File: config.mk
export PLATFORM = sky130hd
export DESIGN_NAME = cmp_max_tracker_flat
export DESIGN_NICKNAME = d
export VERILOG_FILES = /design/src/rtl/cmp_max_tracker_pkg.sv /design/src/rtl/cmp_max_tracker_if.sv /design/src/rtl/cmp_max_tracker_sat_counter.sv /design/src/rtl/cmp_max_tracker.sv /design/src/flat_wrapper.sv
export SDC_FILE = /design/constraint.sdc
export NUM_CORES = 1
export LEC_CHECK = 0
export ABC_CLOCK_PERIOD_IN_PS = 3300
export CORE_ASPECT_RATIO = 0.7
export CORE_UTILIZATION = 51
export DETAILED_ROUTE_END_ITERATION = 16
export GPL_TIMING_DRIVEN = 0
export HOLD_SLACK_MARGIN = 0.12
export PLACE_DENSITY = 0.84
export SETUP_SLACK_MARGIN = 0.3
export SLEW_MARGIN = 20
export SYNTH_ARGS = -nofsm -noshare
export SYNTH_HDL_FRONTEND = slang
export SYNTH_SLANG_ARGS = --single-unit
File: constraint.sdc
create_clock -name clk -period 3.3 [get_ports clk]
set_input_delay 0.495 -clock clk [delete_from_list [all_inputs] [get_ports clk]]
set_output_delay 0.495 -clock clk [all_outputs]
set_load 0.02 [all_outputs]
File: src/rtl/cmp_max_tracker_pkg.sv
// cmp_track_pkg: shared types and helpers for the cmp_max_tracker slice.
//   state_t  - tracker FSM states (EMPTY: no sample held, TRACK: max valid)
//   cnt_max  - saturation value of an outcome counter of a given width
//              (intended for widths below 32)
package cmp_track_pkg;

  typedef enum logic {
    EMPTY = 1'b0,
    TRACK = 1'b1
  } state_t;

  function automatic int unsigned cnt_max(input int unsigned cnt_width);
    return (32'd1 << cnt_width) - 32'd1;
  endfunction

endpackage

File: src/rtl/cmp_max_tracker_if.sv
// cmp_max_tracker_if: sample stream plus the comparator loop of cmp_max_tracker.
//   in_valid / in_data / clear      - sample source (master drives)
//   cmp_b                           - stored maximum, fed to comparator b (slave drives)
//   equal / greater / lower         - comparator flags for (in_data, cmp_b)
// The comparator itself lives at the level above and sits on the master side.
interface cmp_max_tracker_if #(
  parameter int WIDTH = 4
);

  logic             in_valid;
  logic [WIDTH-1:0] in_data;
  logic             clear;
  logic [WIDTH-1:0] cmp_b;
  logic             equal;
  logic             greater;
  logic             lower;

  modport master (
    output in_valid, in_data, clear, equal, greater, lower,
    input  cmp_b
  );

  modport slave (
    input  in_valid, in_data, clear, equal, greater, lower,
    output cmp_b
  );

endinterface

File: src/rtl/cmp_max_tracker_sat_counter.sv
// sat_counter: outcome counter that sticks at its all-ones value.
//   clk, rst  - clock, asynchronous active-high reset
//   clr       - synchronous clear (takes priority over inc)
//   inc       - count one event this cycle
//   count     - current count
module sat_counter
  import cmp_track_pkg::*;
#(
  parameter int CNT_WIDTH = 8
) (
  input  logic                 clk,
  input  logic                 rst,
  input  logic                 clr,
  input  logic                 inc,
  output logic [CNT_WIDTH-1:0] count
);

  localparam logic [CNT_WIDTH-1:0] SAT = CNT_WIDTH'(cnt_max(CNT_WIDTH));

  always_ff @(posedge clk or posedge rst) begin
    if (rst) begin
      count <= '0;
    end else if (clr) begin
      count <= '0;
    end else if (inc && (count != SAT)) begin
      count <= count + 1'b1;
    end
  end

endmodule

File: src/rtl/cmp_max_tracker.sv
// cmp_max_tracker: running-maximum tracker downstream of an external comparator.
// The stored maximum drives comparator operand b; the returned flags decide
// whether a new sample replaces the maximum and which outcome counter steps.
//   clk, rst                    - clock, asynchronous active-high reset
//   bus (slave)                 - sample stream, clear, comparator loop
//   max_out                     - current maximum (same register as bus.cmp_b)
//   max_valid                   - at least one sample held since reset/clear
//   cnt_greater/equal/lower     - saturating outcome counters
//   upd_valid                   - one-cycle pulse after each accepted sample
//   flag_err                    - sticky: non-one-hot flags on a tracked sample
//   min_out                     - running minimum (only with CMP_TRACK_MIN_EN)
// Optional feature macro: CMP_TRACK_MIN_EN adds the running-minimum register.
module cmp_max_tracker
  import cmp_track_pkg::*;
#(
  parameter int WIDTH     = 4,
  parameter int CNT_WIDTH = 8
) (
  input  logic                 clk,
  input  logic                 rst,
  cmp_max_tracker_if.slave     bus,
  output logic [WIDTH-1:0]     max_out,
  output logic                 max_valid,
  output logic [CNT_WIDTH-1:0] cnt_greater,
  output logic [CNT_WIDTH-1:0] cnt_equal,
  output logic [CNT_WIDTH-1:0] cnt_lower,
  output logic                 upd_valid,
  output logic                 flag_err
`ifdef CMP_TRACK_MIN_EN
  ,
  output logic [WIDTH-1:0]     min_out
`endif
);

  state_t           state_q, state_d;
  logic [WIDTH-1:0] max_q, max_d;
  logic             upd_d, err_d;
  logic             inc_g, inc_e, inc_l;
  logic             flags_ok;
`ifdef CMP_TRACK_MIN_EN
  logic [WIDTH-1:0] min_q, min_d;
`endif

  assign flags_ok  = $onehot({bus.greater, bus.equal, bus.lower});
  assign max_out   = max_q;
  assign bus.cmp_b = max_q;
  assign max_valid = (state_q == TRACK);
`ifdef CMP_TRACK_MIN_EN
  assign min_out   = min_q;
`endif

  always_ff @(posedge clk or posedge rst) begin
    if (rst) begin
      state_q   <= EMPTY;
      max_q     <= '0;
      upd_valid <= 1'b0;
      flag_err  <= 1'b0;
`ifdef CMP_TRACK_MIN_EN
      min_q     <= '0;
`endif
    end else begin
      state_q   <= state_d;
      max_q     <= max_d;
      upd_valid <= upd_d;
      flag_err  <= err_d;
`ifdef CMP_TRACK_MIN_EN
      min_q     <= min_d;
`endif
    end
  end

  // Clear beats a coincident sample. The first sample after EMPTY is loaded
  // unconditionally because cmp_b is not yet meaningful. A sample with bad
  // flags is still acknowledged (upd_valid) but changes neither max nor counts.
  always_comb begin
    state_d = state_q;
    max_d   = max_q;
    upd_d   = 1'b0;
    err_d   = flag_err;
    inc_g   = 1'b0;
    inc_e   = 1'b0;
    inc_l   = 1'b0;
`ifdef CMP_TRACK_MIN_EN
    min_d   = min_q;
`endif
    if (bus.clear) begin
      state_d = EMPTY;
      max_d   = '0;
      err_d   = 1'b0;
`ifdef CMP_TRACK_MIN_EN
      min_d   = '0;
`endif
    end else if (bus.in_valid) begin
      upd_d = 1'b1;
      case (state_q)
        EMPTY: begin
          state_d = TRACK;
          max_d   = bus.in_data;
`ifdef CMP_TRACK_MIN_EN
          min_d   = bus.in_data;
`endif
        end
        TRACK: begin
          if (!flags_ok) begin
            err_d = 1'b1;
          end else if (bus.greater) begin
            max_d = bus.in_data;
            inc_g = 1'b1;
          end else if (bus.equal) begin
            inc_e = 1'b1;
          end else begin
            inc_l = 1'b1;
          end
`ifdef CMP_TRACK_MIN_EN
          if (bus.in_data < min_q) begin
            min_d = bus.in_data;
          end
`endif
        end
        default: state_d = EMPTY;
      endcase
    end
  end

  sat_counter #(.CNT_WIDTH(CNT_WIDTH)) u_cnt_greater (
    .clk(clk), .rst(rst), .clr(bus.clear), .inc(inc_g), .count(cnt_greater)
  );

  sat_counter #(.CNT_WIDTH(CNT_WIDTH)) u_cnt_equal (
    .clk(clk), .rst(rst), .clr(bus.clear), .inc(inc_e), .count(cnt_equal)
  );

  sat_counter #(.CNT_WIDTH(CNT_WIDTH)) u_cnt_lower (
    .clk(clk), .rst(rst), .clr(bus.clear), .inc(inc_l), .count(cnt_lower)
  );

endmodule

File: src/flat_wrapper.sv
// flat-port wrapper written by rule: the top's interface ports become plain ports
module cmp_max_tracker_flat import cmp_track_pkg::*;
#(
  parameter int WIDTH     = 4,
  parameter int CNT_WIDTH = 8
)
  (clk, rst, max_out, max_valid, cnt_greater, cnt_equal, cnt_lower, upd_valid, flag_err, bus_in_valid, bus_in_data, bus_clear, bus_equal, bus_greater, bus_lower, bus_cmp_b);
  cmp_max_tracker_if #(.WIDTH(WIDTH)) bus_i ();
  input  logic clk;
  input  logic rst;
  output logic [WIDTH-1:0] max_out;
  output logic max_valid;
  output logic [CNT_WIDTH-1:0] cnt_greater;
  output logic [CNT_WIDTH-1:0] cnt_equal;
  output logic [CNT_WIDTH-1:0] cnt_lower;
  output logic upd_valid;
  output logic flag_err;
  input wire logic [$bits(bus_i.in_valid)-1:0] bus_in_valid;
  input wire logic [$bits(bus_i.in_data)-1:0] bus_in_data;
  input wire logic [$bits(bus_i.clear)-1:0] bus_clear;
  input wire logic [$bits(bus_i.equal)-1:0] bus_equal;
  input wire logic [$bits(bus_i.greater)-1:0] bus_greater;
  input wire logic [$bits(bus_i.lower)-1:0] bus_lower;
  output wire logic [$bits(bus_i.cmp_b)-1:0] bus_cmp_b;
  assign bus_i.in_valid = bus_in_valid;
  assign bus_i.in_data = bus_in_data;
  assign bus_i.clear = bus_clear;
  assign bus_i.equal = bus_equal;
  assign bus_i.greater = bus_greater;
  assign bus_i.lower = bus_lower;
  assign bus_cmp_b = bus_i.cmp_b;
  cmp_max_tracker #(.WIDTH(WIDTH), .CNT_WIDTH(CNT_WIDTH)) u_core (.clk(clk), .rst(rst), .bus(bus_i), .max_out(max_out), .max_valid(max_valid), .cnt_greater(cnt_greater), .cnt_equal(cnt_equal), .cnt_lower(cnt_lower), .upd_valid(upd_valid), .flag_err(flag_err));
endmodule
# After elaboration in Yosys (flattened, before gate mapping)
# Cells that the tools add are included.
# Widths: inputs -> output; s select.
[classes]
n_addsub = 5
multipliers = 0
div_mod_pow = 0
n_lt_le_gt_ge = 0
eq_ne = 7
n_shift = 0
mux = 36
n_bitwise = 1
n_reduce_logical = 10
[op_table]
columns = ["op", "count"]
rows = [
  ["$mux 8", 6],
  ["$mux 1", 25],
  ["$add 8x1->8 const B", 3],
  ["$ne 8x8->1 const B", 3],
  ["$mux 4", 4],
  ["$reduce_bool 2->1", 5],
  ["$pmux 4 s2", 1],
  ["$ne 3x3->1 const B", 2],
  ["$reduce_and 3->1", 2],
  ["$logic_and 1x1->1", 3],
  ["$add 1x1->2", 1],
  ["$add 2x1->2", 1],
  ["$eq 2x1->1 const B", 1],
  ["$ne 2x2->1 const B", 1],
  ["$not 1->1", 1],
]
[totals]
regBits = 31
latchBits = 0
ramBits = 0
mem_bits_ro = 0
in_bits = 11
out_inout_bits = 35
word_cells = 66
n_memories = 0

# Depth between registers and ports, before layout
[depth]
ltp_word = 10
mapped_depth = 7
depth_no_buf = 6

# Modules after synthesis
# Synthesis repeated with hierarchy kept, for this count alone.
[hier_totals]
cells_unflattened = 189
area_unflattened_um2 = 1944.4
[modules_own_cells]
columns = ["mod", "instances", "cells_each", "area_per_inst_um2", "seq_area_each_um2"]
rows = [
  ["sat_counter", 3, 49, 504.2, 200.2],
  ["cmp_max_tracker", 1, 42, 431.7, 175.2],
]

# Worst setup path after synthesis
# OpenSTA, ideal clock, no wires.
[synth_timing]
path_type = "input -> register"
start = "input port bus_lower"
end = "register u_core.u_cnt_equal.count[7]"
setup_time_ps = 78
t_arrival_ps = 2336
required_ps = 3222
setup_slack_ps = 885
stages = 6
path_buffers = 0
path_cell_list = "inv_1 > fa_1 > or3b_4 > or3_4 > or4_1 > a21oi_1"
[synth_between]
elab_chain_len = 9
[synth_lines]
columns = ["element", "line", "rtl"]
rows = [
  ["from (decl)", "flat_wrapper.sv:23", "input wire logic [$bits(bus_i.lower)-1:0] bus_lower;"],
  ["$add 1x1->2 (implied by the code)", "cmp_max_tracker.sv:44", "assign flags_ok = $onehot({bus.greater, bus.equal, bus.lower});"],
  ["$add 2x1->2 (implied by the code)", "cmp_max_tracker.sv:44", ""],
  ["$eq 2x1->1", "cmp_max_tracker.sv:44", ""],
  ["$mux 1", "cmp_max_tracker.sv:104", "if (!flags_ok) begin"],
  ["$mux 1", "cmp_max_tracker.sv:95", "case (state_q)"],
  ["$mux 1", "cmp_max_tracker.sv:93", "end else if (bus.in_valid) begin"],
  ["$mux 1", "cmp_max_tracker.sv:86", "if (bus.clear) begin"],
  ["$logic_and 1x1->1", "cmp_max_tracker_sat_counter.sv:25", "end else if (inc && (count != SAT)) begin"],
  ["$reduce_bool 2->1 (no source line)", "n/a", ""],
  ["to (signal assigned)", "cmp_max_tracker_sat_counter.sv:26", "count <= count + 1'b1;"],
  ["to (decl)", "cmp_max_tracker_sat_counter.sv:15", "output logic [CNT_WIDTH-1:0] count"],
]
# Every way passes these cells.
# A chain may end at the register's enable or synchronous reset.

# Worst setup path in the final report
[layout_timing]
start = "input port bus_equal"
end = "register u_core.u_cnt_equal.count[7]"
[layout_between]
elab_chain_len = 9
elab_cells_between_ends = 11
cone_classes = "2 x add/sub; 1 x eq/ne; 6 x mux; 2 x reduce/logical"
[layout_lines]
columns = ["element", "line", "rtl"]
rows = [
  ["from (decl)", "flat_wrapper.sv:21", "input wire logic [$bits(bus_i.equal)-1:0] bus_equal;"],
  ["$add 1x1->2 (implied by the code)", "cmp_max_tracker.sv:44", ""],
  ["$add 2x1->2 (implied by the code)", "cmp_max_tracker.sv:44", ""],
  ["$eq 2x1->1", "cmp_max_tracker.sv:44", ""],
  ["$mux 1 (*)", "cmp_max_tracker.sv:104", ""],
  ["$mux 1 (*)", "cmp_max_tracker.sv:95", ""],
  ["$mux 1 (*)", "cmp_max_tracker.sv:93", ""],
  ["$mux 1 (*)", "cmp_max_tracker.sv:86", ""],
  ["$logic_and 1x1->1 (*)", "cmp_max_tracker_sat_counter.sv:25", ""],
  ["$reduce_bool 2->1 (no source line) (*)", "n/a", ""],
]
# Every way passes the cells marked *; elsewhere a longest branch is shown, timed or not.

==> summary.md <==
| Metric | Value |
|---|---|
| Status | finished, violations left |
| Violated checks | design-rule violations |
| Max Clk Rate | roughly 350 MHz |
| DIE AREA | approximately 3500 µm² |
| Worst hold-check path type | flop to flop |
| Slowest CP cell | clkdlybuf4s50_1 |
| CTS max path bufs | 2 |
| Antenna violations before repair | 0 |
| Skew-Pair Late Insertion Delay | roughly 0.29 ns |
| Gate count of the mapped netlist | 176 |
| Xor/xnor share of the synthesized area | 0% |
| Hold depth | 2 |
| WL/cell | around 16 µm |
| Mapped Area | about 1700 µm² |
| Height of the die | 50.1 µm |
| Synth area leader | dfrtp_1 |
| Critical Path AT | between 3 and 4 ns |
| Grt total ovfl | 0 |
| Vias in the first global route | 1533 |
| Pin count of the biggest net entering global routing | 32 |
| First-pass GRT wire length | between 7000 and 8000 µm |
| Post-layout min period | 2.85 ns |
| Final slew viol count | 0 |
| Seq cells post-synth | 31 |
| Yosys cell types | 43 |
| FFs w/ async S/R, synth | 100% |
| DRT iter0 DRCs | slightly below 100 |
| CP Cell Sequence | clkdlybuf4s50_1 > inv_1 > fa_1 > or3b_4 > or3_4 > or4_1 > a21oi_1 |
| 1st-pass router iterations | 10 |
| N_diodes | 0 |
| IO buf count | 45 |
| Tightest Pin Transition | ~0.64 ns |
| Synthesized Nets | roughly 190 |
| Worst IR Drop VDD | 0.231 mV |
| Multiplexer share of the synthesized area | less than 1% |
| RR Endpoint | u_core.u_cnt_lower.count[4]$_DFFE_PP0P_ |
| RSZ-0062 raised after global routing | false |
| Main combinational cell family by area after synthesis | simple AND/OR/NAND/NOR gates |
| WS Path Type | primary input to flop |
| Post-Synth Simple-Gate Area | between 20% and 30% |
| Placement Rows | 17 |
| Layout cells sized above 1 | between 7 and 8% |
| Reg2reg setup slack | ~1.3 ns |
| # nets final | 243 |
| Die W | 70.7 µm |
| CTS tree | built |
| Post-cts sizing count | 0 |
| R2r startpoint | u_core.u_cnt_lower.count[0]$_DFFE_PP0P_ |
| Core area | 3150 µm² |
| Compound-Gate Fraction of Synth Area | roughly a fifth |
| Synth area leaders | dfrtp_1 46%, a21oi_1 3.9%, nand3_1 3.3% |
| Hold Buf Count CTS | 0 |
| Post-Route Setup TNS | 0 ns |
| Main flop type after synthesis | dfrtp_1 |
| Worst Hold End | u_core.flag_err$_DFFE_PP0P_ |
| Max-cap viol count | 0 |
| WHS | 0.510 ns |
| Post-synth EDFFs | 0 |
| Detail Route Antenna Nets | 0 |
| Crit path required time | 3.50 ns |
| Fin crit share | ~86% |
| Total track usage | 26.6% |
| Area grow syn2layout | 35.5% |
| # setup viols final | 0 |
| DP HPWL | ~3200 µm |
| LEAKAGE | ~0.94 nW |
| Worst R2R Path Depth | 6 |
| Critical Path Fanout Max | 6 |
| CP startpoint kind | primary input |
| Seq/Total Area, Yosys | between 40 and 50% |
| Clock Pin Slew Worst Setup and Hold Paths | 0.06 ns |
| Design Power | 811 µW |
| Total number of vias | ~1700 |
| Adder-cell share of the synthesized area | 3.41% |
| Avg Synthesized Cell Area | 9.58 µm² |
| Clock sinks | 31 |
| Top Ports | 46 |
| Initial Utilization | between 50% and 60% |
| Final WL | ~4400 µm |
| Worst setup EP type | flop |
| Max H-tree Level | 2 |
| CTS Buf Count | 5 |
| Worst Skew | approximately 0.0038 ns |
| Area share of the largest cell type after synthesis | 46.0% |
| Post-CTS Setup Repair Bufs | 0 |
| Remaining routing DRC violations | 5 |
| Vias per cell | slightly above 6 |
| Rel. slew slack | a little under three fifths |
| Pwr Density | approximately 360 nW/µm² |
| Final Hold Fails | 0 |
| CP peak stage delay | 0.55 ns |
| Gpl congestion | approximately 0.86 |
| Root Driver | clkbuf_8 |
| Hold Startpoint | u_core.flag_err$_DFFE_PP0P_ |
| YS warnings | 0 |
[routing by layer]
metal	wire length, µm	share of wire [%]	up-vias	GRT usage [%]
met5	0	0	-	0
met1	2070	47	817	33.7
met2	2000	46	56	42.8
met3	212	4.9	8	6.13
li1	-	-	780	-
met4	78	1.8	0	14.0
[kinds of logic after synthesis]
family                   count (synthesis)
AND/OR/NAND/NOR                         78
AO/OA/AOI/OAI                           48
flip-flops                              31
buffers and inverters                   14
adder cells (fa/ha/maj)                  4
multiplexers                             1
[report_power, final]
group	internal [mW]	switching [mW]
registers	0.386	0.00520
clock network	0.190	0.141
logic	0.0407	0.0488
total	0.617	0.195
[worst max-delay path, delay by kind of cell]
kind                       cells  cell delay [ns]
AOI/OAI and AO/OA              1             0.16
and+or+nand+nor                3             1.23
adders and majority gates      1             0.50
buffers and inverters          2             0.66
[state kept, by name, indices dropped and copies added (netlist names)]
signal	flops
u_core.max_valid	1
u_core.bus.cmp_b	4
u_core.u_cnt_greater.count	8
u_core.u_cnt_lower.count	8
u_core.upd_valid	1
u_core.flag_err	1
u_core.u_cnt_equal.count	8
[area by class of cell]
| class | instances | area, µm² |
|---|---|---|
| Fill cell | 243 | 865 |
| Tap cell | 38 | 47.5 |
| Timing Repair Buffer | 45 | 450 |
| Clock buffer | 8 | 100 |
| Sequential cell | 31 | 776 |
| Buffer | 8 | 45.0 |
| Inverter | 6 | 22.5 |
| Multi-Input combinational cell | 131 | 842 |
[through the flow]
stage,area [µm²],setup WS [ns],cells,util (%)
final,2280,0.448,267,72.5
after global routing,2280,0.304,267,72.5
after CTS,2280,0.462,267,72.5
after detailed placement,2180,0.165,259,69.4
after global placement,2180,0.239,259,69.4
after floorplan,1690,0.885,176,-
[how the worst max path moves through the flow]
stage / startpoint / end / slack (ns) / cells past startpoint
floorplan: bus_lower / u_core.u_cnt_equal.count[7]$_DFFE_PP0P_ / 0.89 / 6
global placement: bus_equal / u_core.u_cnt_greater.count[3]$_DFFE_PP0P_ / 0.24 / 7
detailed placement: bus_greater / u_core.u_cnt_greater.count[3]$_DFFE_PP0P_ / 0.17 / 7
CTS: bus_equal / u_core.u_cnt_greater.count[3]$_DFFE_PP0P_ / 0.46 / 7
global route: bus_equal / u_core.u_cnt_greater.count[3]$_DFFE_PP0P_ / 0.30 / 7
finish: bus_equal / u_core.u_cnt_equal.count[7]$_DFFE_PP0P_ / 0.45 / 7
[placed cells by master (no fill, tap or decap), types with 3 or more instances in the layout]
cell type / count
clkdlybuf4s50_1: 45
dfrtp_1: 31
nand2_1: 13
a21oi_1: 13
nand3_1: 11
o21ai_0: 9
nor2_1: 8
clkbuf_8: 7
nor3_1: 6
inv_1: 5
and3_1: 5
or4_1: 5
clkbuf_1: 4
o31ai_1: 4
o41ai_1: 4
a22o_1: 4
buf_4: 4
and4_1: 3
and2_1: 3
nand3b_1: 3
or3_1: 3
nor2b_1: 3
nand4_1: 3
o311ai_0: 3
a31oi_1: 3
ha_1: 3
[synth_stat cells, drive strengths merged (3+ instances only)]
library cell / count
buf: 5
a31oi: 3
nand4: 3
nand3: 11
a22o: 4
and3: 5
nor2b: 3
or3: 5
ha: 3
dfrtp: 31
o21ai: 9
inv: 6
or4: 5
clkbuf: 3
nand3b: 3
nand2: 13
nor2: 8
and4: 3
nor3: 6
o41ai: 4
a21oi: 13
o31ai: 4
o311ai: 3
and2: 3
(Power assumes the default switching activity.)
==> RTL change, RTL diff (same flow settings) <==
Remove the register `upd_valid`: a continuous assignment takes its place, so the output `upd_valid` follows one clock earlier. Comments in the files are not updated.
--- a/src/rtl/cmp_max_tracker.sv
+++ b/src/rtl/cmp_max_tracker.sv
@@ -55,3 +55,2 @@
       max_q     <= '0;
-      upd_valid <= 1'b0;
       flag_err  <= 1'b0;
@@ -63,3 +62,2 @@
       max_q     <= max_d;
-      upd_valid <= upd_d;
       flag_err  <= err_d;
@@ -70,2 +68,4 @@
   end
+
+  assign upd_valid = upd_d;
 
Formal check against the unedited RTL: not equivalent (Yosys sat finds a counterexample within 4 cycles, from zero or initial values and one cycle with rst high).
==> RTL change against the unedited design <==
First-iteration DRC count fell by 52%. Setup slack better by 0.17 ns. Area after synthesis increased by 2.2%. Combinational power increased by 7.0%. Register-to-register slack better by 0.34 ns. Cell count rose by 0.37%. Synthesized cell count rose by 1.1%. Critical path depth increased by 2. Sequential cell count decreased by 1. Final area is 0.60% higher. Largest power group unchanged. Routed wire length fell by 1.4%. Clock power shrank 16%. Critical endpoint is now u_core.u_cnt_lower.count[2]. Total power decreased by 7.5%. Via count shrank 3.6%.
==> RTL change: results (changes against the unedited design) <==
Power
  • Static Leakage: 0.988 nW (+4.8%)
  • PD cells: 327 nW/um^2 (-8.0%)
  • Switching Share: 25.1% (+1.1 points)
  • Clock share of power: 36.9% (-3.9 points)
  • Seq. pwr: 0.378 mW (-3%)
  • Worst vdd ir: 0.206 mV (-11%)

CTS
  • Hold-fix buffers, CTS: 0 (unchanged)
  • Post-CTS Setup Bufs: 0 (unchanged)
  • Clk buf depth: 2 (unchanged)
  • Later-pin clock latency in the skew report: 0.28 ns

Hold path
  • Min-Delay Path Depth: 1 (-1)
  • Startpoint of the worst hold path: u_core.bus.cmp_b[1]
  • Worst min path class: register to register
  • Hold Path End: u_core.bus.cmp_b[1]

Synthesis
  • Area contributors post-synth: dfrtp_1 44%, a21oi_1 3.2%, o21ai_0 2.9%
  • Most common library cells after synthesis: 30 x dfrtp_1, 13 x nand2_1, 12 x inv_1, 12 x nor2_1, 11 x a21oi_1
  • Register area share after synthesis: 43.6% (-2.5 points)
  • Post-Syn Instances: 178 (+1.1%)
  • Yosys cell types: 46 (+7.0%)
  • Mean Syn Cell Area: 9.68 sq um (+1.1%)
  • Synth Net Count: 193 (+1.0%)

STA
  • Clock skew: 0.00927 ns (+0.00547 ns)
  • Min cycle time layout: 2.68 ns (-0.174 ns)
  • Worst-Margin Slew: 0.628 ns (-0.0161 ns)
  • Hold_ws: 0.543 ns (+0.0335 ns)

Placed design
  • Detailed Place HPWL: 3090 um (-2.4%)
  • Placed cell area: 2220 sq um (+1.7%)
  • Dpl ws: 0.374 ns (+0.209 ns)
  • RePlAce Congestion: 0.832 (-3.2%)
  • Placed cell count: 261 (+0.77%)

Critical path
  • Reg2reg end: u_core.u_cnt_equal.count[6]
  • Worst-path fanout max: 10 (+4)
  • Flop-to-flop setup slack: 1.60 ns (+0.34 ns)
  • WP data arrival: 2.88 ns (-0.18 ns)
  • Reg2reg start: u_core.u_cnt_equal.count[1]
  • Crit. Startpoint: bus_greater
  • Worst setup endpoint: u_core.u_cnt_lower.count[2]
  • Depth of the most critical reg-to-reg path: 5 (-1)

Global routing
  • Met3 Use GR: 5.02% (-1.1 points)
  • Largest net degree at the start of global routing: 31 (-3.1%)
  • M2 GR Usage: 40.6% (-2.2 points)
  • Vias in the first global route: 1508 (-1.6%)
  • First-pass GRT wire length: 6940 um (-1.2%)
  • Met1 Use GR: 34.7% (+1.1 points)
  • GRT Total Usage: 25.5% (-1.1 points)

Final layout
  • Regs by FF count: u_core.u_cnt_equal.count: 8 flops, u_core.u_cnt_greater.count: 8 flops, u_core.u_cnt_lower.count: 8 flops
  • Share of layout cells above drive strength 1: 9.13% (+1.7 points)
  • Final #Nets: 245 (+0.82%)
  • Non-Filler Instances: 268 (+0.37%)

Drt
  • First-pass DRT Iterations: 5 (-5)
  • Max layer used: met4
  • M1 WL: 2010 um (-3.2%)
  • Met3 wire len: 189 um (-11%)
  • First DRT Iteration DRCs: 48 (-52%)
  • DR WL/cell: 16.0 um (-1.8%)
  • DR WL met2: 2060 um (+3.3%)
  • Vias per Instance: 5.98 (-3.9%)

Outcome
  • Status: finished, final reports clean
## RTL change: cell count changes after synthesis, moves of 3 or more
cell,delta
buf_6,+3
nor2_1,+4
o31ai_1,-4
nand4_1,+4
nor2b_1,-3
or4_1,-4
inv_1,+6
mux2i_1,+3
nand3_1,-3
and2_1,-3
## RTL change: cell families after synthesis
logic type	synth area share (%)
xor+xnor	1.02
flops	43.6
simple gates	24.8
mux	1.74
buf+inv	6.83
fa+ha+maj	3.34
compound gates	18.7
## RTL change: critical path: stages
cell and delay, ns:
clkdlybuf4s50_1 0.61, inv_1 0.12, fa_1 0.51, and3b_1 0.25, buf_6 0.14, o211ai_2 0.13, buf_6 0.17, or3_1 0.31
a21oi_1 0.14
## RTL change: layout make-up
type                       instances  area, sq um  area share [%]
timing repair buffer              45          450            19.6
inverter                          12         45.0            1.96
clock buffer                       7         76.3            3.32
sequential                        30          751            32.7
multi-input combinational        127          855            37.2
buffer                             9         72.6            3.16
tap                               38         47.5            2.07
